--- src/rtl/scroll_addr_gen_if.sv ---
// Pixel-coordinate stream between the VGA timing controller (master) and the
// scroll address generator (slave): coordinates in, image address out.
interface scroll_addr_gen_if #(
    parameter int CNT_W  = 10,
    parameter int ADDR_W = 17
);
    logic              in_valid;
    logic [CNT_W-1:0]  h_cnt;
    logic [CNT_W-1:0]  v_cnt;
    logic [ADDR_W-1:0] pixel_addr;
    logic              pixel_valid;

    modport master (
        output in_valid, h_cnt, v_cnt,
        input  pixel_addr, pixel_valid
    );

    modport slave (
        input  in_valid, h_cnt, v_cnt,
        output pixel_addr, pixel_valid
    );
endinterface

--- src/rtl/scroll_addr_gen.sv ---
// Frame-buffer address generator with tear-free wrap-around scroll, latency 2.
// Optional macro SCROLL_Y_EN adds per-frame vertical auto-scroll.
module scroll_addr_gen #(
    parameter int  WIDTH       = 320,
    parameter int  HEIGHT      = 240,
    parameter int  SCALE_SHIFT = 1,
    parameter int  CNT_W       = 10,
    parameter int  STEP_W      = 4,
    localparam int X_W         = $clog2(WIDTH),
    localparam int Y_W         = $clog2(HEIGHT),
    localparam int ADDR_W      = $clog2(WIDTH * HEIGHT)
) (
    input  logic              clk,
    input  logic              rst,
    input  logic              frame_tick,
    input  logic              scroll_en,
    input  logic [STEP_W-1:0] step_x,
    input  logic [STEP_W-1:0] step_y,
    input  logic              load,
    input  logic [X_W-1:0]    load_x,
    input  logic [Y_W-1:0]    load_y,
    output logic [X_W-1:0]    off_x,
    output logic [Y_W-1:0]    off_y,
    scroll_addr_gen_if.slave  pix
);

    localparam logic [X_W:0] W_EXT = (X_W + 1)'(WIDTH);
    localparam logic [Y_W:0] H_EXT = (Y_W + 1)'(HEIGHT);

    // Every operand is below 2*range, so one compare-subtract replaces a modulo.
    function automatic logic [X_W-1:0] wrap_x(input logic [X_W:0] v);
        return (v >= W_EXT) ? X_W'(v - W_EXT) : X_W'(v);
    endfunction

    function automatic logic [Y_W-1:0] wrap_y(input logic [Y_W:0] v);
        return (v >= H_EXT) ? Y_W'(v - H_EXT) : Y_W'(v);
    endfunction

    logic [X_W-1:0] ld_x_mod;
    logic [Y_W-1:0] ld_y_mod;
    logic [X_W-1:0] step_x_next;
    logic [Y_W-1:0] step_y_next;
    logic [X_W-1:0] shadow_x;
    logic [Y_W-1:0] shadow_y;
    logic           pending;

    assign ld_x_mod    = wrap_x({1'b0, load_x});
    assign ld_y_mod    = wrap_y({1'b0, load_y});
    assign step_x_next = wrap_x({1'b0, off_x} + (X_W + 1)'(step_x));

`ifdef SCROLL_Y_EN
    assign step_y_next = wrap_y({1'b0, off_y} + (Y_W + 1)'(step_y));
`else
    logic unused_step_y;
    assign unused_step_y = ^step_y;
    assign step_y_next   = off_y;
`endif

    // NOTE: sequential state uses non-blocking assignments so every register
    // samples pre-edge values, independent of statement order.
    always_ff @(posedge clk or negedge rst) begin
        if (!rst) begin
            off_x    <= '0;
            off_y    <= '0;
            shadow_x <= '0;
            shadow_y <= '0;
            pending  <= 1'b0;
        end else begin
            if (load) begin
                shadow_x <= ld_x_mod;
                shadow_y <= ld_y_mod;
            end
            if (frame_tick) begin
                // A load coinciding with the tick takes effect immediately.
                if (load) begin
                    off_x   <= ld_x_mod;
                    off_y   <= ld_y_mod;
                    pending <= 1'b0;
                end else if (pending) begin
                    off_x   <= shadow_x;
                    off_y   <= shadow_y;
                    pending <= 1'b0;
                end else if (scroll_en) begin
                    off_x <= step_x_next;
                    off_y <= step_y_next;
                end
            end else if (load) begin
                pending <= 1'b1;
            end
        end
    end

    logic [CNT_W-1:0] h_addr;
    logic [CNT_W-1:0] v_addr;
    logic             in_range;
    logic [X_W-1:0]   pic_x_d;
    logic [Y_W-1:0]   pic_y_d;

    assign h_addr   = pix.h_cnt >> SCALE_SHIFT;
    assign v_addr   = pix.v_cnt >> SCALE_SHIFT;
    assign in_range = (32'(h_addr) < WIDTH) && (32'(v_addr) < HEIGHT);
    assign pic_x_d  = wrap_x({1'b0, h_addr[X_W-1:0]} + {1'b0, off_x});
    assign pic_y_d  = wrap_y({1'b0, v_addr[Y_W-1:0]} + {1'b0, off_y});

    logic [X_W-1:0] pic_x_q;
    logic [Y_W-1:0] pic_y_q;
    logic           v1;

    always_ff @(posedge clk or negedge rst) begin
        if (!rst) begin
            pic_x_q         <= '0;
            pic_y_q         <= '0;
            v1              <= 1'b0;
            pix.pixel_addr  <= '0;
            pix.pixel_valid <= 1'b0;
        end else begin
            pic_x_q         <= pic_x_d;
            pic_y_q         <= pic_y_d;
            v1              <= pix.in_valid && in_range;
            pix.pixel_addr  <= v1 ? ADDR_W'(pic_y_q) * ADDR_W'(WIDTH) + ADDR_W'(pic_x_q)
                                  : '0;
            pix.pixel_valid <= v1;
        end
    end

endmodule

--- src/flat_wrapper.sv ---
// flat-port wrapper written by rule: the top's interface ports become plain ports
module scroll_addr_gen_flat 
#(
    parameter int  WIDTH       = 320,
    parameter int  HEIGHT      = 240,
    parameter int  SCALE_SHIFT = 1,
    parameter int  CNT_W       = 10,
    parameter int  STEP_W      = 4,
    localparam int X_W         = $clog2(WIDTH),
    localparam int Y_W         = $clog2(HEIGHT),
    localparam int ADDR_W      = $clog2(WIDTH * HEIGHT)
)
  (clk, rst, frame_tick, scroll_en, step_x, step_y, load, load_x, load_y, off_x, off_y, pix_in_valid, pix_h_cnt, pix_v_cnt, pix_pixel_addr, pix_pixel_valid);
  scroll_addr_gen_if #(.CNT_W(CNT_W), .ADDR_W((17))) pix_i ();
  input  logic clk;
  input  logic rst;
  input  logic frame_tick;
  input  logic scroll_en;
  input  logic [STEP_W-1:0] step_x;
  input  logic [STEP_W-1:0] step_y;
  input  logic load;
  input  logic [X_W-1:0] load_x;
  input  logic [Y_W-1:0] load_y;
  output logic [X_W-1:0] off_x;
  output logic [Y_W-1:0] off_y;
  input wire logic [$bits(pix_i.in_valid)-1:0] pix_in_valid;
  input wire logic [$bits(pix_i.h_cnt)-1:0] pix_h_cnt;
  input wire logic [$bits(pix_i.v_cnt)-1:0] pix_v_cnt;
  output wire logic [$bits(pix_i.pixel_addr)-1:0] pix_pixel_addr;
  output wire logic [$bits(pix_i.pixel_valid)-1:0] pix_pixel_valid;
  assign pix_i.in_valid = pix_in_valid;
  assign pix_i.h_cnt = pix_h_cnt;
  assign pix_i.v_cnt = pix_v_cnt;
  assign pix_pixel_addr = pix_i.pixel_addr;
  assign pix_pixel_valid = pix_i.pixel_valid;
  scroll_addr_gen #(.WIDTH(WIDTH), .HEIGHT(HEIGHT), .SCALE_SHIFT(SCALE_SHIFT), .CNT_W(CNT_W), .STEP_W(STEP_W)) u_core (.clk(clk), .rst(rst), .frame_tick(frame_tick), .scroll_en(scroll_en), .step_x(step_x), .step_y(step_y), .load(load), .load_x(load_x), .load_y(load_y), .off_x(off_x), .off_y(off_y), .pix(pix_i));
endmodule
--- config.mk ---
export PLATFORM = sky130hd
export DESIGN_NAME = scroll_addr_gen_flat
export DESIGN_NICKNAME = d
export VERILOG_FILES = /design/src/rtl/scroll_addr_gen_if.sv /design/src/rtl/scroll_addr_gen.sv /design/src/flat_wrapper.sv
export SDC_FILE = /design/constraint.sdc
export NUM_CORES = 1
export LEC_CHECK = 0
export BUFFER_PORTS_ARGS = -buffer_cell sky130_fd_sc_hd__buf_2
export CORE_UTILIZATION = 40
export CTS_CLUSTER_SIZE = 8
export DETAILED_ROUTE_END_ITERATION = 8
export PLACE_DENSITY = 0.64
export RECOVER_POWER = 50
export SYNTH_ARGS = -nofsm -noshare
export SYNTH_HDL_FRONTEND = slang
export SYNTH_SLANG_ARGS = --single-unit
--- constraint.sdc ---
create_clock -name clk -period 6.45 [get_ports clk]
set_input_delay 0.3225 -clock clk [delete_from_list [all_inputs] [get_ports clk]]
set_output_delay 0.3225 -clock clk [all_outputs]
set_load 0.01 [all_outputs]
---- Yosys cells after proc, flatten, opt, wreduce, memory -nomap -nowiden ----
Cells that the tools add are included.
word-level totals
  bits in latches ......................... 0
  bits in read-only memories .............. 0
  memory bits (writable) .................. 0
  memories ................................ 0
  logic and storage cells ................. 47
  flip-flop bits (word level) ............. 71
operators by class
  $mul .................................... 1
  bitwise operators ....................... 0
  add/sub/neg operators ................... 9
  equality and inequality tests ........... 0
  reduce and logical (&&, ||, !) cells .... 7
  shifts and indexed selects .............. 0
  $lt $le $gt $ge ......................... 7
  muxes and demuxes ....................... 13
  div/mod/pow operators ................... 0
operators by type and width
  kind                                                                number
  2-to-1 mux 9 bit                                                    6
  2-to-1 mux 8 bit                                                    4
  subtractor 9 bit, second input constant                             3
  greater-or-equal comparator 10 x 9 -> 1 bit, second input constant  2
  adder 17 x 9 -> 17 bit                                              1
  2-to-1 mux 17 bit                                                   1
  subtractor 8 bit, second input constant                             2
  multiplier 8 x 3 -> 11 bit, second input constant                   1
  adder 9 x 4 -> 10 bit                                               1
  adder 9 x 9 -> 10 bit                                               1
  adder 8 x 8 -> 9 bit                                                1
  greater-or-equal comparator 9 x 8 -> 1 bit, second input constant   1
  greater-or-equal comparator 9 bit, second input constant            1
  less-than comparator 9 x 8 -> 1 bit, second input constant          1
  less-than comparator 9 bit, second input constant                   1
  greater-or-equal comparator 8 bit, second input constant            1
  AND reduction 2 bit                                                 2
  nonzero test 2 bit                                                  2
  nonzero test 3 bit                                                  1
  logical AND 1 bit                                                   2
  2-to-1 mux 1 bit                                                    2

---- Logic depth before layout (Yosys ltp) ----
Gate-level depths: netlist (run 1).
  depth after elaboration ................. 6
  mapped depth ............................ 14
  gate-level depth less buffers ........... 14

---- Worst setup path before layout (run 1) ----
OpenSTA, ideal clock, no wires.
  kind .................................... reg-to-reg
  from .................................... register u_core.off_x[0]
  to ...................................... register u_core.off_x[6]
  stages on the path, launching flop included .. 13
  library setup time ...................... 124 ps
  data required time ...................... 6326 ps
  arrival ................................. 2868 ps
  slack ................................... 3458 ps
  cells stage by stage .................... dfrtp_1 -> ha_1 -> fa_1 -> nand3_1 -> nand2_1 -> and3_1 -> xor2_1 -> ha_1 -> nand3_1 -> a21oi_1 -> or4b_4 -> and3_1 -> o31a_1
between the ends
  longest elaborated chain between the ends .. 6
ends and longest elaborated chain
  what                                                                             line                   source
  start: declaration                                                               scroll_addr_gen.sv:22  output logic [X_W-1:0] off_x,
  start signal: assignment                                                         scroll_addr_gen.sv:76  off_x <= ld_x_mod;
  start signal: assignment                                                         scroll_addr_gen.sv:80  off_x <= shadow_x;
  start signal: assignment                                                         scroll_addr_gen.sv:84  off_x <= step_x_next;
  adder 9 x 4 -> 10 bit *                                                          scroll_addr_gen.sv:49  assign step_x_next = wrap_x({1'b0, off_x} + (X_W + 1)'(step_x));
  subtractor 9 bit or greater-or-equal comparator 10 x 9 -> 1 bit (tied branches)  scroll_addr_gen.sv:32  return (v >= W_EXT) ? X_W'(v - W_EXT) : X_W'(v);
  2-to-1 mux 9 bit *                                                               scroll_addr_gen.sv:32
  2-to-1 mux 9 bit *                                                               scroll_addr_gen.sv:83  end else if (scroll_en) begin
  2-to-1 mux 9 bit *                                                               scroll_addr_gen.sv:79  end else if (pending) begin
  2-to-1 mux 9 bit *                                                               scroll_addr_gen.sv:75  if (load) begin
Every way passes the cells marked *; elsewhere a longest branch is shown, timed or not. The select of a mux whose other input is x is not followed.
A chain may end at the register's enable or synchronous reset.

==> results of run 1 <==
## power groups by stage
stage	combinational [uW]	sequential, uW	clock [uW]
floorplan	815	639	0
global placement	1030	632	0
detailed placement	1060	637	0
CTS	1070	628	362
global route	1210	640	383
finish	1060	626	353
## logic make-up after synthesis
family | Yosys count
AOI/OAI and AO/OA | 115
adders and majority gates | 49
xor gates and xnor gates | 34
and+or+nand+nor | 103
muxes | 27
buffers and inverters | 30
DFF | 71
## worst max-delay path by stage
stage | from | cells past startpoint | end
after floorplan | u_core.off_x[0]$_DFFE_PN0P_ | 12 | u_core.off_x[6]$_DFFE_PN0P_
after global placement | step_x[0] | 13 | u_core.off_x[6]$_DFFE_PN0P_
after detailed placement | u_core.off_x[0]$_DFFE_PN0P_ | 14 | u_core.pic_x_q[7]$_DFF_PN0_
after CTS | u_core.off_x[0]$_DFFE_PN0P_ | 12 | u_core.off_x[6]$_DFFE_PN0P_
after global routing | rst | 2 | u_core.shadow_y[1]$_DFFE_PN0P_
final | rst | 2 | u_core.shadow_y[1]$_DFFE_PN0P_
## Yosys cell counts, drive strengths merged (6+ instances only)
cell type  number  area, um^2
and3            6        38.8
xor2           14         123
clkbuf          6        22.5
a21o           14         105
dfrtp          71        1780
a21oi          31         159
ha             44         551
mux2           19         214
mux2i           8        80.1
and2            9        56.3
nand2          20        75.1
inv            22        82.6
xnor2          20         175
nor2           30         113
o21ai          27         135
nand3          10        50.1
o21a            6        45.0
## flip-flops by register name, indices dropped and copies added (netlist names)
signal and flops:
u_core.pix.pixel_addr 17, u_core.off_x 9, u_core.pic_x_q 9, u_core.shadow_x 9, u_core.off_y 8, u_core.pic_y_q 8
u_core.shadow_y 8, u_core.pending 1, u_core.pix.pixel_valid 1, u_core.v1 1
## metrics by stage
| stage | hold slack (ns) | std cells | utilization (%) |
|---|---|---|---|
| after global routing | 0.212 | 654 | 49.0 |
| after global placement | 0.439 | 638 | 47.1 |
| after CTS | 0.180 | 654 | 49.0 |
| after floorplan | 0.0269 | 429 | - |
| after detailed placement | 0.439 | 638 | 47.1 |
| final | 0.190 | 654 | 49.0 |
## area by class of cell
class / instances / share of cell area (%)
multi-input cells: 328 / 48.9
clock buffers: 11 / 2.75
clock inverters: 5 / 1.12
repair buffers: 80 / 7.71
inverters: 23 / 1.68
well taps: 136 / 3.31
flip-flops and latches: 71 / 34.5
## cell usage in the layout (no fill, tap or decap), types with 6 or more instances in the layout
| master | Yosys | layout |
|---|---|---|
| nand2_1 | 20 | 20 |
| nor2_1 | 30 | 30 |
| mux2_2 | 19 | 19 |
| o21a_1 | 6 | 6 |
| dfrtp_1 | 71 | 71 |
| inv_1 | 22 | 22 |
| a21o_1 | 14 | 14 |
| clkbuf_8 | 0 | 10 |
| buf_2 | 1 | 77 |
| xor2_1 | 14 | 14 |
| xnor2_1 | 20 | 20 |
| nand3_1 | 10 | 10 |
| mux2i_1 | 8 | 8 |
| a21oi_1 | 30 | 30 |
| o21ai_0 | 26 | 26 |
| ha_1 | 44 | 44 |
## routing by layer
| layer | vias to the layer above | global-route usage [%] |
|---|---|---|
| li1 | 1729 | - |
| met1 | 1604 | 20.8 |
| met2 | 63 | 29.4 |
| met3 | 16 | 2.61 |
| met4 | 2 | 7.73 |
| met5 | - | 0 |
==> out/results.ini, run 1 <==
[outcome]
outcome = finished, violations left
violations = max-capacitance violations, max-slew violations

[min_path]
hold_depth = 2
hp-class = primary input to register
min_from = frame_tick
hold_end = u_core.pending$_DFFE_PN0P_

[pwr]
p_leak_uw = 0.00249
intPower_uw = 1220
power_density_nw_per_um2 = 396
pwr-share-seq_pct = 30.7
switchingPower_uw = 815
swShare_pct = 40.0
pwr-share-comb_pct = 52.0
p_clk_share_pct = 17.3
ir_drop_v = 0.000173
fin_total_pwr_uw = 2040

[synth]
synthMuxAreaShare_pct = 6.67
syn_area_um2 = 4410
synthSimpleGateAreaFrac_pct = 11.9
ys_types = 57
synth_top_family_by_area = compound AO/OA/AOI/OAI gates
synthXorXnorAreaFrac_pct = 6.76
synth_seq_area_share_pct = 40.3
syn_inst = 429
synth_compound_area_share_pct = 17.0
async_flop_share_pct = 100
synth-seq-cells = 71
syn_nets = 529
yosysWarnings = 0
synth-edff-count = 0
synthFlopType = dfrtp_1
syn-mean-instance-area_um2 = 10.3
synthAdderAreaFrac_pct = 14.8

[setup_path]
path_max_fanout = 71
max_stage_delay_ns = 2.56
criticalPathCategory = primary input to async pin
cp_num_buf_inv = 2
critPathLaunchType = primary input
r2r_cells = 12
reg2reg_slack_ns = 3.22
critPathCaptureType = async pin
critPathArrivalTime_ns = 2.99
cpLargestDelayFamily = buffers and inverters
rr_startpoint = u_core.off_x[0]$_DFFE_PN0P_
crit_path_top_delay_cell = clkbuf_1
reg2reg_to = u_core.off_x[6]$_DFFE_PN0P_
cp_cell_sequence = buf_2, clkbuf_1
required_ns = 6.07

[run]
cap_violations = 2

[route]
vias = 3414
met1_length_mm = 3.97
wire_per_inst_um = 13.7
wl_mm = 8.96
dr_wl_met2_mm = 4.44
maxUsedRoutingLayer = met5
drtAntennaViolNets = 0
viasPerCell = 5.22
drc = 0
firstDrtPassIters = 4
drt_iter0_markers = 73
dr_wl_met3_um = 336

[clock_tree]
clock_path_buffers = 2
cts_hold_buffers = 0
cts_resized = 0
cts_tree = built
cts_sinks = 71
path_clk_slew_ns = 0.07
cts-root-buf = clkbuf_8
cts_made_buffers = 9
cts_setup_buffers = 0
cts.htree.levels = 3
insertion_delay_ns = 0.34

[grt]
grt_usage_pct = 17.0
grt.overflow.total = 0
antenna_found_initial = 1
grt_pass1_wl_mm = 15.4
grt_max_degree = 72
grt_pass1_vias = 3413

[floorplanning]
num_rows = 37
die_y_um = 107
ios = 86
design.core.area_um2 = 10500
start_util_pct = 41.9
die_w_um = 107
die_area_um2 = 11400

[sta]
skew_ns = 0.00994
min_period_ns = 3.37
rsz0062_at_grt = no
fin_ws_ns = 3.08
worstMarginPinSlew_ns = 3.65
finalSetupViolations = 0
slew_viol_final = 114
slew-limit-headroom_pct = -143
setup-tns-final_ns = 0
max_freq_mhz = 296
period_share_pct = 52.3
hold_viol = 0

[layout]
register_area_um2 = 1780
multi_input_area_um2 = 2520
drive_above_1_share_pct = 23.0
nets = 613
antenna_cells = 0
fillers = 1002
area_growth_syn_to_layout_pct = 16.7
design_area_um2 = 5150

[placement]
routabilityCongestion = 0.819
port_buffers = 79
place_area_um2 = 4950
hpwl_mm = 7.05
preCtsSetupSlack_ns = 3.25

(Power assumes the default switching activity.)
==> inputs of run 2 (changes only) <==
==> constraint.sdc (replaced) <==
create_clock -name clk -period 3.2 [get_ports clk]
set_input_delay 0.16 -clock clk [delete_from_list [all_inputs] [get_ports clk]]
set_output_delay 0.16 -clock clk [all_outputs]
set_load 0.01 [all_outputs]
==> run 2 against run 1 <==
Against the previous run: non-clock buffer count is 9 higher; die area unchanged; sequential share of layout area down 0.26 points; sequential power rose by 100%; clock power grew 73%; setup slack worse by 2.9 ns; the flow still finishes with violations (max-capacitance violations, max-slew violations).
==> out/results.ini, run 2 (synthesis gave the netlist of run 1 again) <==
[outcome]
outcome = finished, violations left
violations = max-capacitance violations, max-slew violations

[setup_path]
crit_path_top_delay_cell = or4b_4
max_stage_delay_ns = 0.47
critPathCaptureType = register
critPathArrivalTime_ns = 3.30
r2r_cells = 12
critPathLaunchType = register
cp_cell_sequence = ha_1, fa_2, nand3_1, nand2_1, and3_1, xor2_2, ha_1, nand3_1, a21oi_1, or4b_4, and3_1, o31a_1
criticalPathCategory = register to register
path_max_fanout = 3
required_ns = 3.44

[clock_tree]
cts_tree = built
cts_sinks = 71
insertion_delay_ns = 0.35
cts-root-buf = clkbuf_8
clock_path_buffers = 2
cts_made_buffers = 9
cts.htree.levels = 3
path_clk_slew_ns = 0.08

[sta]
worstMarginPinSlew_ns = 1.64
max_freq_mhz = 327
fin_ws_ns = 0.142
period_share_pct = 95.6
slew_viol_final = 42
min_period_ns = 3.06
hold_viol = 0
finalSetupViolations = 0
slew-limit-headroom_pct = -9.00
skew_ns = 0.0121

[route]
drt_iter0_markers = 87
wire_per_inst_um = 14.1
firstDrtPassIters = 4
drc = 0
viasPerCell = 5.21
wl_mm = 9.32
vias = 3455
drtAntennaViolNets = 0

[placement]
place_area_um2 = 4990
port_buffers = 79
routabilityCongestion = 0.866
preCtsSetupSlack_ns = -0.00292
hpwl_mm = 7.21

[grt]
antenna_found_initial = 0
grt_max_degree = 42
grt_pass1_wl_mm = 16.2
grt.overflow.total = 0
grt_pass1_vias = 3446
grt_usage_pct = 18.1

[floorplanning]
start_util_pct = 41.9
ios = 86
num_rows = 37
design.core.area_um2 = 10500
die_y_um = 107
die_area_um2 = 11400
die_w_um = 107

[pwr]
ir_drop_v = 0.000450
pwr-share-seq_pct = 30.6
p_leak_uw = 0.00244
intPower_uw = 2420
power_density_nw_per_um2 = 792
p_clk_share_pct = 14.8
pwr-share-comb_pct = 54.6
switchingPower_uw = 1680
swShare_pct = 41.0

[layout]
antenna_cells = 0
mostFrequentLayoutCell = dfrtp_1
nets = 622
drive_above_1_share_pct = 19.4
design_area_um2 = 5180
area_growth_syn_to_layout_pct = 17.6
layout_common_cells = 71 x dfrtp_1, 51 x buf_2, 44 x ha_1
largest_reg_flops = 17
top_register = u_core.pix.pixel_addr

[run]
cap_violations = 1

[min_path]
hold_depth = 2
hp-class = primary input to register

-- run 2: changes by cell type in the layout (fill, tap and decap cells not counted), sizes merged --
cell         before  now
clkbuf           14   41
buf              77   59
clkinv            2    4
clkinvlp          3    1
bufinv            1    0
dlygate4sd3       0    1
-- run 2: final cells by class --
class                   count  area [um^2]
clock buffers              12          135
clock inverters             4         22.5
fillers                   992         5320
inverters                  23         86.3
multi-input cells         328         2560
flip-flops and latches     71         1780
well taps                 136          170
repair buffers             89          434
-- run 2: repair_timing --
| action | in CTS | in global routing |
|---|---|---|
| hold endpoints to repair | 17 | 0 |
| pin swaps | 0 | 2 |
| hold buffers | 1 | 0 |
| setup endpoints to repair | 1 | 5 |
| setup buffers | 0 | 3 |
| gates resized for setup | 1 | 7 |
-- run 2: per-stage QoR --
step | util (%) | setup TNS (ns) | cells | hold slack, ns | power (uW)
after floorplan | - | 0 | 429 | -0.136 | 2930
after global placement | 47.5 | 0 | 643 | 0.103 | 3410
after detailed placement | 47.5 | -0.00292 | 643 | 0.108 | 3460
after CTS | 49.2 | 0 | 660 | 0.00602 | 4100
after global routing | 49.3 | -0.118 | 663 | 0.0292 | 4540
final | 49.3 | 0 | 663 | 0.0221 | 4110
-- run 2: power groups by stage --
stage	Clock (uW)	Sequential [uW]	Combinational [uW]
floorplan	0	1290	1640
global placement	0	1260	2140
detailed placement	0	1270	2190
CTS	632	1250	2220
global route	670	1280	2590
finish	610	1260	2240
-- run 2: worst max-delay path, delay by kind of cell (launching register included) --
kind,cells,cell delay (ns)
AND/OR/NAND/NOR,6,1.20
adder cells (fa/ha/maj),3,0.77
XOR/XNOR,1,0.18
AO/OA/AOI/OAI,2,0.40
flip-flops,1,0.41
-- run 2: worst paths after layout --
path                                                      end  slack, ns                        start
min                                u_core.pending$_DFFE_PN0P_       0.02                   frame_tick
min reg2reg                u_core.pix.pixel_addr[0]$_DFF_PN0_       0.45  u_core.pic_x_q[0]$_DFF_PN0_
min in group asynchronous    u_core.pix.pixel_valid$_DFF_PN0_       0.46                          rst
max in group asynchronous         u_core.pic_y_q[6]$_DFF_PN0_       1.27                          rst
max reg2reg                       u_core.off_x[6]$_DFFE_PN0P_       0.14  u_core.off_x[0]$_DFFE_PN0P_
max                               u_core.off_x[6]$_DFFE_PN0P_       0.14  u_core.off_x[0]$_DFFE_PN0P_
-- run 2: routing by layer --
layer	wire length [um]	up-vias	global-route usage, %
li1	-	1741	-
met1	4200	1626	22.0
met2	4540	70	31.1
met3	351	18	3.40
met4	228	0	7.93
met5	0	-	0
==> inputs of run 3 (changes only) <==
--- a/config.mk
+++ b/config.mk
@@ -9,6 +9,7 @@
 export CORE_UTILIZATION = 40
 export CTS_CLUSTER_SIZE = 8
 export DETAILED_ROUTE_END_ITERATION = 8
+export MAX_ROUTING_LAYER = met4
 export PLACE_DENSITY = 0.64
 export RECOVER_POWER = 50
 export SYNTH_ARGS = -nofsm -noshare
==> run 3 against run 2 <==
Against the previous run: the flow still finishes with violations (max-capacitance violations, max-slew violations); clock-buffer cell count increased by 1; final area increased by 0.27%; global-route usage about the same; utilization increased by 0.13 points; via count decreased by 0.17%; worst hold slack improved by 0.0066 ns; final cell count unchanged; non-clock buffer count unchanged; clock power increased by 5.2%; critical path depth increased by 2.
==> out/results.ini, run 3 (synthesis gave the netlist of run 1 again) <==
[outcome]
violations = max-capacitance violations, max-slew violations
outcome = finished, violations left

[setup_path]
r2r_cells = 14
critPathCaptureType = register
reg2reg_slack_ns = 0.14
rr_startpoint = u_core.off_x[0]$_DFFE_PN0P_
reg2reg_to = u_core.pic_x_q[6]$_DFF_PN0_
criticalPathCategory = register to register
critPathArrivalTime_ns = 3.27
path_max_fanout = 4
required_ns = 3.42
critPathLaunchType = register

[placement]
place_area_um2 = 4990
preCtsSetupSlack_ns = 0.0250
port_buffers = 79
routabilityCongestion = 0.877
dp.cells = 643
hpwl_mm = 7.28

[layout]
area_growth_syn_to_layout_pct = 17.9
design_area_um2 = 5200
layout_common_cells = 71 x dfrtp_1, 50 x buf_2, 44 x ha_1
drive_above_1_share_pct = 19.4
nets = 622
top_register = u_core.pix.pixel_addr
fin_cells = 663
antenna_cells = 0
register_area_um2 = 1780
largest_reg_flops = 17
fillers = 996
multi_input_area_um2 = 2560
mostFrequentLayoutCell = dfrtp_1

[route]
vias = 3449
drtAntennaViolNets = 0
drt_iter0_markers = 83
firstDrtPassIters = 4
drc = 0
wire_per_inst_um = 14.1
viasPerCell = 5.20
wl_mm = 9.33

[clock_tree]
cts_tree = built
clock_path_buffers = 2
cts-root-buf = clkbuf_8
cts_sinks = 71
cts.htree.levels = 3
insertion_delay_ns = 0.34
path_clk_slew_ns = 0.08
cts_made_buffers = 9

[grt]
antenna_found_initial = 0
grt.overflow.total = 0
grt_pass1_wl_mm = 15.9
grt_pass1_vias = 3388
grt_usage_pct = 18.1
grt_max_degree = 42

[min_path]
hold_depth = 2
hold_end = u_core.pending$_DFFE_PN0P_
min_from = frame_tick
hp-class = primary input to register

[sta]
fin_ws_ns = 0.144
min_period_ns = 3.06
setup-tns-final_ns = 0
skew_ns = 0.0129
finalSetupViolations = 0
hold_viol = 0
slew_viol_final = 42
slew-limit-headroom_pct = -8.38
period_share_pct = 95.5
worstMarginPinSlew_ns = 1.63
max_freq_mhz = 327
whs_ns = 0.0287

[pwr]
power_density_nw_per_um2 = 797
p_leak_uw = 0.00245
ir_drop_v = 0.000381

[floorplanning]
die_area_um2 = 11400
die_w_um = 107
num_rows = 37
die_y_um = 107
design.core.area_um2 = 10500
ios = 86
start_util_pct = 41.9

[run]
cap_violations = 1

-- run 3: where the power goes --
group	total [uW]	switching, uW	internal, uW
Combinational	2240	1210	1030
Sequential	1260	144	1110
Clock	642	320	322
Total	4140	1680	2470
-- run 3: worst max-delay path by stage --
stage	startpoint	endpoint	slack [ns]	depth (start not counted)
final	u_core.off_x[0]$_DFFE_PN0P_	u_core.pic_x_q[6]$_DFF_PN0_	0.14	14
after global routing	u_core.off_x[0]$_DFFE_PN0P_	u_core.pic_x_q[7]$_DFF_PN0_	-0.04	14
after CTS	u_core.off_x[0]$_DFFE_PN0P_	u_core.off_x[6]$_DFFE_PN0P_	0.01	12
after detailed placement	u_core.off_x[0]$_DFFE_PN0P_	u_core.off_x[6]$_DFFE_PN0P_	0.03	12
after global placement	u_core.off_x[0]$_DFFE_PN0P_	u_core.off_x[6]$_DFFE_PN0P_	0.11	12
after floorplan	u_core.off_x[0]$_DFFE_PN0P_	u_core.off_x[6]$_DFFE_PN0P_	0.21	12
-- run 3: cell type report --
| type | instances | share of cell area, % |
|---|---|---|
| Inverter | 23 | 1.66 |
| Clock inverter | 3 | 0.337 |
| Sequential cell | 71 | 34.2 |
| Tap cell | 136 | 3.27 |
| Multi-Input combinational cell | 328 | 49.2 |
| Clock buffer | 13 | 3.06 |
| Timing Repair Buffer | 89 | 8.33 |
-- run 3: repair_timing --
item                                   4_1_cts  5_1_grt
hold buffers                                 1        0
resized for setup                            0        7
setup buffers                                0        3
setup endpoints to repair                    0        4
endpoints found under the hold margin       17        0
-- run 3: routing by layer --
metal	up-vias	track usage [%]	wire (um)
met5	-	-	0
met4	0	6.16	167
met3	13	3.34	459
met2	75	30.2	4500
met1	1618	22.0	4200
li1	1743	-	-
-- run 3: per-stage QoR --
| stage | utilization [%] | power, uW |
|---|---|---|
| 2_1_floorplan | - | 2930 |
| 3_5_place_dp | 47.5 | 3480 |
| 6_report | 49.5 | 4140 |
| 3_3_place_gp | 47.5 | 3410 |
| 4_1_cts | 49.3 | 4150 |
| 5_1_grt | 49.5 | 4570 |
-- run 3: worst max-delay path: stages (launching register included) --
cell and delay (ns):
dfrtp_1 0.41, ha_1 0.21, inv_1 0.06, fa_1 0.41
nor2b_2 0.15, o31a_1 0.19, o21a_1 0.12, nor2_1 0.04
xnor2_1 0.24, ha_1 0.19, nand2_1 0.05, or3_1 0.32
o41ai_2 0.28, a21oi_2 0.13, xnor2_1 0.15
